`config.mk`:
```
export PLATFORM = sky130hd
export DESIGN_NAME = control_paso
export DESIGN_NICKNAME = d
export VERILOG_FILES = /design/src/rtl/paso_pkg.sv /design/src/rtl/contador_ocupacion.sv /design/src/rtl/control_paso.sv
export SDC_FILE = /design/constraint.sdc
export NUM_CORES = 1
export LEC_CHECK = 0
export ABC_AREA = 1
export ABC_CLOCK_PERIOD_IN_PS = 2600
export BUFFER_PORTS_ARGS = -buffer_cell sky130_fd_sc_hd__buf_2
export CORE_ASPECT_RATIO = 2
export CORE_UTILIZATION = 55
export CTS_CLUSTER_SIZE = 12
export DETAILED_ROUTE_END_ITERATION = 6
export MAX_ROUTING_LAYER = met4
export PLACE_DENSITY = 0.79
export SYNTH_ARGS = -nofsm -noshare
export SYNTH_HDL_FRONTEND = slang
export SYNTH_SLANG_ARGS = --single-unit
export TNS_END_PERCENT = 20
```
`constraint.sdc`:
```
create_clock -name clk -period 2.6 [get_ports clk]
set_input_delay 0.26 -clock clk [delete_from_list [all_inputs] [get_ports clk]]
set_output_delay 0.26 -clock clk [all_outputs]
set_load 0.005 [all_outputs]
```
`src/rtl/paso_pkg.sv`:
```
// Shared types for the gate passage controller: FSM states, sensor sample codes
// and the sensor-sequence transition table.
package paso_pkg;

    localparam int unsigned ANCHO_MUESTRA = 2;

    typedef enum logic [2:0] {
        REPOSO,
        ENT_A,
        ENT_AB,
        ENT_B,
        SAL_B,
        SAL_BA,
        SAL_A,
        ESPERA_LIBRE
    } estado_paso_t;

    // Sample codes are {sensor_a, sensor_b}, 1 = beam blocked
    localparam logic [ANCHO_MUESTRA-1:0] S_LIBRE = 2'b00;
    localparam logic [ANCHO_MUESTRA-1:0] S_A     = 2'b10;
    localparam logic [ANCHO_MUESTRA-1:0] S_B     = 2'b01;
    localparam logic [ANCHO_MUESTRA-1:0] S_AB    = 2'b11;

    // Sequence-only next state; every move into ESPERA_LIBRE from elsewhere is an illegal sequence
    function automatic estado_paso_t siguiente_estado(input estado_paso_t e,
                                                      input logic [ANCHO_MUESTRA-1:0] m);
        estado_paso_t s;
        s = e;
        case (e)
            REPOSO: begin
                case (m)
                    S_A:     s = ENT_A;
                    S_B:     s = SAL_B;
                    S_AB:    s = ESPERA_LIBRE;
                    default: s = REPOSO;
                endcase
            end
            ENT_A: begin
                case (m)
                    S_AB:    s = ENT_AB;
                    S_LIBRE: s = REPOSO;
                    S_B:     s = ESPERA_LIBRE;
                    default: s = ENT_A;
                endcase
            end
            ENT_AB: begin
                case (m)
                    S_B:     s = ENT_B;
                    S_A:     s = ENT_A;
                    S_LIBRE: s = ESPERA_LIBRE;
                    default: s = ENT_AB;
                endcase
            end
            ENT_B: begin
                case (m)
                    S_LIBRE: s = REPOSO;
                    S_AB:    s = ENT_AB;
                    S_A:     s = ESPERA_LIBRE;
                    default: s = ENT_B;
                endcase
            end
            SAL_B: begin
                case (m)
                    S_AB:    s = SAL_BA;
                    S_LIBRE: s = REPOSO;
                    S_A:     s = ESPERA_LIBRE;
                    default: s = SAL_B;
                endcase
            end
            SAL_BA: begin
                case (m)
                    S_A:     s = SAL_A;
                    S_B:     s = SAL_B;
                    S_LIBRE: s = ESPERA_LIBRE;
                    default: s = SAL_BA;
                endcase
            end
            SAL_A: begin
                case (m)
                    S_LIBRE: s = REPOSO;
                    S_AB:    s = SAL_BA;
                    S_B:     s = ESPERA_LIBRE;
                    default: s = SAL_A;
                endcase
            end
            default: begin
                s = (m == S_LIBRE) ? REPOSO : ESPERA_LIBRE;
            end
        endcase
        return s;
    endfunction

endpackage

```
`src/rtl/contador_ocupacion.sv`:
```
// Saturating up/down occupancy counter; sat_c_o flags an increment at capacity
// or a decrement at zero in the same cycle the request is presented.
module contador_ocupacion #(
    parameter int unsigned ANCHO_CONT = 8,
    parameter int unsigned CAPACIDAD  = 200
) (
    input  logic                  clk,
    input  logic                  reset,
    input  logic                  inc_i,
    input  logic                  dec_i,
    output logic [ANCHO_CONT-1:0] ocupacion_o,
    output logic                  lleno_o,
    output logic                  vacio_o,
    output logic                  sat_c_o
);

    localparam logic [ANCHO_CONT-1:0] CAP = ANCHO_CONT'(CAPACIDAD);

    logic [ANCHO_CONT-1:0] ocupacion_q, ocupacion_d;
    logic                  lleno_q, vacio_q;

    always_comb begin
        ocupacion_d = ocupacion_q;
        sat_c_o     = 1'b0;
        if (inc_i) begin
            if (ocupacion_q == CAP) sat_c_o = 1'b1;
            else                    ocupacion_d = ocupacion_q + ANCHO_CONT'(1);
        end else if (dec_i) begin
            if (ocupacion_q == '0) sat_c_o = 1'b1;
            else                   ocupacion_d = ocupacion_q - ANCHO_CONT'(1);
        end
    end

    // Flags are derived from the next count so they move together with ocupacion
    always_ff @(posedge clk or posedge reset) begin
        if (reset) begin
            ocupacion_q <= '0;
            lleno_q     <= 1'b0;
            vacio_q     <= 1'b1;
        end else begin
            ocupacion_q <= ocupacion_d;
            lleno_q     <= (ocupacion_d == CAP);
            vacio_q     <= (ocupacion_d == '0);
        end
    end

    assign ocupacion_o = ocupacion_q;
    assign lleno_o     = lleno_q;
    assign vacio_o     = vacio_q;

endmodule

```
`src/rtl/control_paso.sv`:
```
// Single-lane gate passage controller: classifies A/B sensor sequences as entries or exits.
// Optional stall abort enabled by defining TIMEOUT_PASO_EN.
module control_paso
    import paso_pkg::*;
#(
    parameter int unsigned ANCHO_CONT     = 8,
    parameter int unsigned CAPACIDAD      = 200,
    parameter int unsigned TIMEOUT_CICLOS = 50_000_000,
    parameter int unsigned ANCHO_TMO      = 26
) (
    input  logic                  clk,
    input  logic                  reset,
    input  logic                  sensor_a,
    input  logic                  sensor_b,
    output logic                  entrada_pulso,
    output logic                  salida_pulso,
    output logic [ANCHO_CONT-1:0] ocupacion,
    output logic                  lleno,
    output logic                  vacio,
    output logic                  error_pulso
);

    if (64'(CAPACIDAD) > ((64'd1 << ANCHO_CONT) - 64'd1)) begin : g_chk_cap
        $error("CAPACIDAD does not fit in ANCHO_CONT bits");
    end
    if ((64'd1 << ANCHO_TMO) <= 64'(TIMEOUT_CICLOS)) begin : g_chk_tmo
        $error("ANCHO_TMO too narrow for TIMEOUT_CICLOS");
    end

    logic [ANCHO_MUESTRA-1:0] muestra_c;
    estado_paso_t             estado_q, estado_d, estado_sig_c;
    logic                     tmo_c, ent_c, sal_c, err_fsm_c, sat_c;
    logic                     entrada_q, salida_q, error_q;

    assign muestra_c    = {sensor_a, sensor_b};
    assign estado_sig_c = siguiente_estado(estado_q, muestra_c);
    assign estado_d     = tmo_c ? ESPERA_LIBRE : estado_sig_c;

    // A passage completes when the last sensor clears from the final state of its path
    assign ent_c     = (estado_q == ENT_B) && (estado_d == REPOSO);
    assign sal_c     = (estado_q == SAL_A) && (estado_d == REPOSO);
    assign err_fsm_c = (estado_d == ESPERA_LIBRE) && (estado_q != ESPERA_LIBRE);

`ifdef TIMEOUT_PASO_EN
    logic [ANCHO_TMO-1:0] timer_q, timer_d;

    assign tmo_c = (estado_q != REPOSO) && (estado_q != ESPERA_LIBRE) &&
                   (timer_q == ANCHO_TMO'(TIMEOUT_CICLOS - 1));

    always_comb begin
        timer_d = timer_q + ANCHO_TMO'(1);
        if ((estado_d != estado_q) || (estado_d == REPOSO) || (estado_d == ESPERA_LIBRE))
            timer_d = '0;
    end

    always_ff @(posedge clk or posedge reset) begin
        if (reset) timer_q <= '0;
        else       timer_q <= timer_d;
    end
`else
    assign tmo_c = 1'b0;
`endif

    always_ff @(posedge clk or posedge reset) begin
        if (reset) begin
            estado_q  <= REPOSO;
            entrada_q <= 1'b0;
            salida_q  <= 1'b0;
            error_q   <= 1'b0;
        end else begin
            estado_q  <= estado_d;
            entrada_q <= ent_c;
            salida_q  <= sal_c;
            error_q   <= err_fsm_c | sat_c;
        end
    end

    contador_ocupacion #(
        .ANCHO_CONT (ANCHO_CONT),
        .CAPACIDAD  (CAPACIDAD)
    ) u_contador (
        .clk         (clk),
        .reset       (reset),
        .inc_i       (ent_c),
        .dec_i       (sal_c),
        .ocupacion_o (ocupacion),
        .lleno_o     (lleno),
        .vacio_o     (vacio),
        .sat_c_o     (sat_c)
    );

    assign entrada_pulso = entrada_q;
    assign salida_pulso  = salida_q;
    assign error_pulso   = error_q;

endmodule

```
==> metrics.md <==
| Metric | Value |
|---|---|
| Cell Rows | 27 |
| Die width | 39.7 um |
| Largest family of logic cells by synthesized area | simple AND/OR/NAND/NOR gates |
| GRT Overall Usage | 31.1% |
| Final Instance Area | 0.00171 mm^2 |
| Final hold violation count | 0 |
| Initial Util | roughly 57% |
| Htree depth | 1 |
| Tcrit/Tclk final | 87.3% |
| Yosys reg bits | 16 |
| Area fraction in compound gates after synthesis | around 3.5% |
| Via count | 1588 |
| Simple-gate share of the synthesized area | 49.5% |
| Synth area leaders | dfrtp_1 24%, nand2_1 16%, nand3_1 8.7% |
| Post-CTS Hold Fix Bufs | 0 |
| Dpl ws | 272 ps |
| CTS sink cnt | 16 |
| Max VDD drop | 0.000592 V |
| Worst endpoint required time | 2770 ps |
| Clk_skew | 2.66 ps |
| Pre-Repair DR Iteration Count | 4 |
| Clock Tree Buf Depth | 2 |
| Share of cells above drive strength 1 | 18.6% |
| First-pass GRT wire length | between 6 and 7 mm |
| Post-DR vias/cell | 5.63 |
| Fillers | between 200 and 250 |
| Worst hold margin | 69.0 ps |
| # IOs | 17 |
| Syn_nets | 249 |
| Finished Core Util | between 60% and 70% |
| Mux share of post-synthesis cell area | 0% |
| # setup viols final | 0 |
| Vias in the first global route | 1533 |
| Die area | 0.00307 mm^2 |
| LEAKAGE | 0.970 nW |
| Clock slew at reported path FFs | 60 ps |
| Final setup TNS | 0 ps |
| Die height | roughly 77 um |
| N_diodes | 0 |
| Total power | 1.94 mW |
| CP arrival | roughly 2400 ps |
| CTS tree | done |
| Antenna violations before repair | 0 |
| Area post-placement | 0.00165 mm^2 |
| Post-CTS setup buffer count | 0 |
| Xor/xnor cell area share of the yosys netlist | 2.80% |
| Post-DP HPWL | between 3 and 4 mm |
| Pin count of the biggest net entering global routing | 17 |
| Starting DRT DRC Count | 57 |
| Cells after DPL | 278 |
| Status | finished clean |
| Max-Cap Viols | 0 |
| Synth Area in Adders | 8.01% |
| WL per Instance | 14.4 um |
| PwrDens | 1140 mW/mm^2 |
| Minimum clock period | 2270 ps |
| Synth cell types | 28 |
| Yosys Warn Count | 0 |
| Root buf cell | clkbuf_8 |
| Hold Crit Class | in2async |
| Area grow syn2layout | 9.46% |
| Crit start category | register |
| Post-CTS Resized | 0 |
| Top-area cell type share of the netlist area | ~24% |
| Nets | 268 |
| RSZ-0062 raised after global routing | false |
| CP Class | reg2reg |
| Layout Cells excl Fill | 282 |
| Least-Margin Pin Slew | 607 ps |
| Worst Slack Setup Final | 330 ps |
| Synthesized area per cell | 6.64 um^2 |
| Max-slew violations | 0 |
| WL final | 4.07 mm |
| Worst relative slew slack | 59.2% |
| Commonest non-fill, non-tap cell in the layout | nand2_1 |
| Commonest non-fill, non-tap cells in the layout | 68 x nand2_1, 33 x nor2_1, 27 x inv_1, 27 x nand3_1, 16 x buf_2 |
| Num CTS Buffers | 3 |
| Area leader, netlist | dfrtp_1 |
| CP endpoint kind | register |
| Clk_lat worst skew | 240 ps |
| CORE AREA | 0.00274 mm^2 |
| Area taken by multi-input logic gates | 997 um^2 |
| Antenna viol nets, final | 0 |
| Placer Congestion | approximately 0.94 |
| Grt total ovfl | 0 |
| Max Freq | 440 MHz |
| Sequential fraction of the synthesis area | between 20% and 30% |
| # DRC | 0 |
| Storage cell area | around 400 um^2 |
| Mapped Cells | 235 |
| Synth Cell Area | about 0.0016 mm^2 |
| Worst-path maximum fanout | 12 |
| IO buf count | 16 |
report_power, final:
| group | switching, mW | internal, mW | total [mW] |
|---|---|---|---|
| Clock | 0.0753 | 0.134 | 0.209 |
| Combinational | 0.820 | 0.409 | 1.23 |
| Sequential | 0.159 | 0.342 | 0.501 |
| Total | 1.05 | 0.885 | 1.94 |
cell type report:
class                   count  area share, %
well taps                  29           2.12
repair buffers             19           6.00
multi-input cells         183           58.3
clock buffers               4           3.22
inverters                  31           6.81
flip-flops and latches     16           23.5
synth_stat cells, drive strengths merged:
cell type  number
nor2           39
a21oi           2
buf             5
o221ai          1
xor2            5
or2             1
nand2          73
nor3            4
inv            31
nand3          34
o21ai           6
ha             10
nand4           4
dfrtp          15
a31oi           1
dfstp           1
nand3b          3
final timing paths:
check | from | to | slack [ps] | cells past startpoint
setup / recovery | estado_q[1] | u_contador.lleno_o | 330 | 16
hold / removal | reset | u_contador.ocupacion_o[5] | 70 | 2
setup reg to reg | estado_q[1] | u_contador.lleno_o | 330 | 16
hold reg to reg | u_contador.ocupacion_o[2] | u_contador.ocupacion_o[2] | 740 | 4
max in group asynchronous | reset | u_contador.ocupacion_o[4] | 2160 | 2
min in group clk | sensor_b | estado_q[2] | 590 | 6
layer usage:
metal	vias to the layer above	global-route usage (%)	part of all wire (%)
li1	778	-	-
met2	76	56.4	59
met4	0	15.9	4.9
met1	710	27.4	32
met3	24	5.14	4.0
met5	-	-	0
critical path, cell delays in order, from the launching register on:
cell	delay [ps]
dfrtp_1	600
inv_2	130
nand3_1	90
nand2_1	60
inv_1	40
nand2_1	50
nor2_1	160
nand3_2	140
nor2_8	170
nand2_4	130
inv_2	160
nand2_1	70
nand2_1	140
nand2_1	70
inv_1	60
nand2_1	40
nor2_1	80
state kept, by name, summed over array words and instances (netlist names):
signal,flops
entrada_pulso,1
error_pulso,1
estado_q,3
salida_pulso,1
u_contador.lleno_o,1
u_contador.ocupacion_o,8
u_contador.vacio_o,1
logic make-up (layout without fill, tap and decap cells):
family	Yosys count	after routing
fa+ha+maj	10	10
xor+xnor	5	5
flops	16	16
buf+inv	36	54
compound gates	10	10
simple gates	158	158
Note: power is estimated with default switching activity, not from simulation.
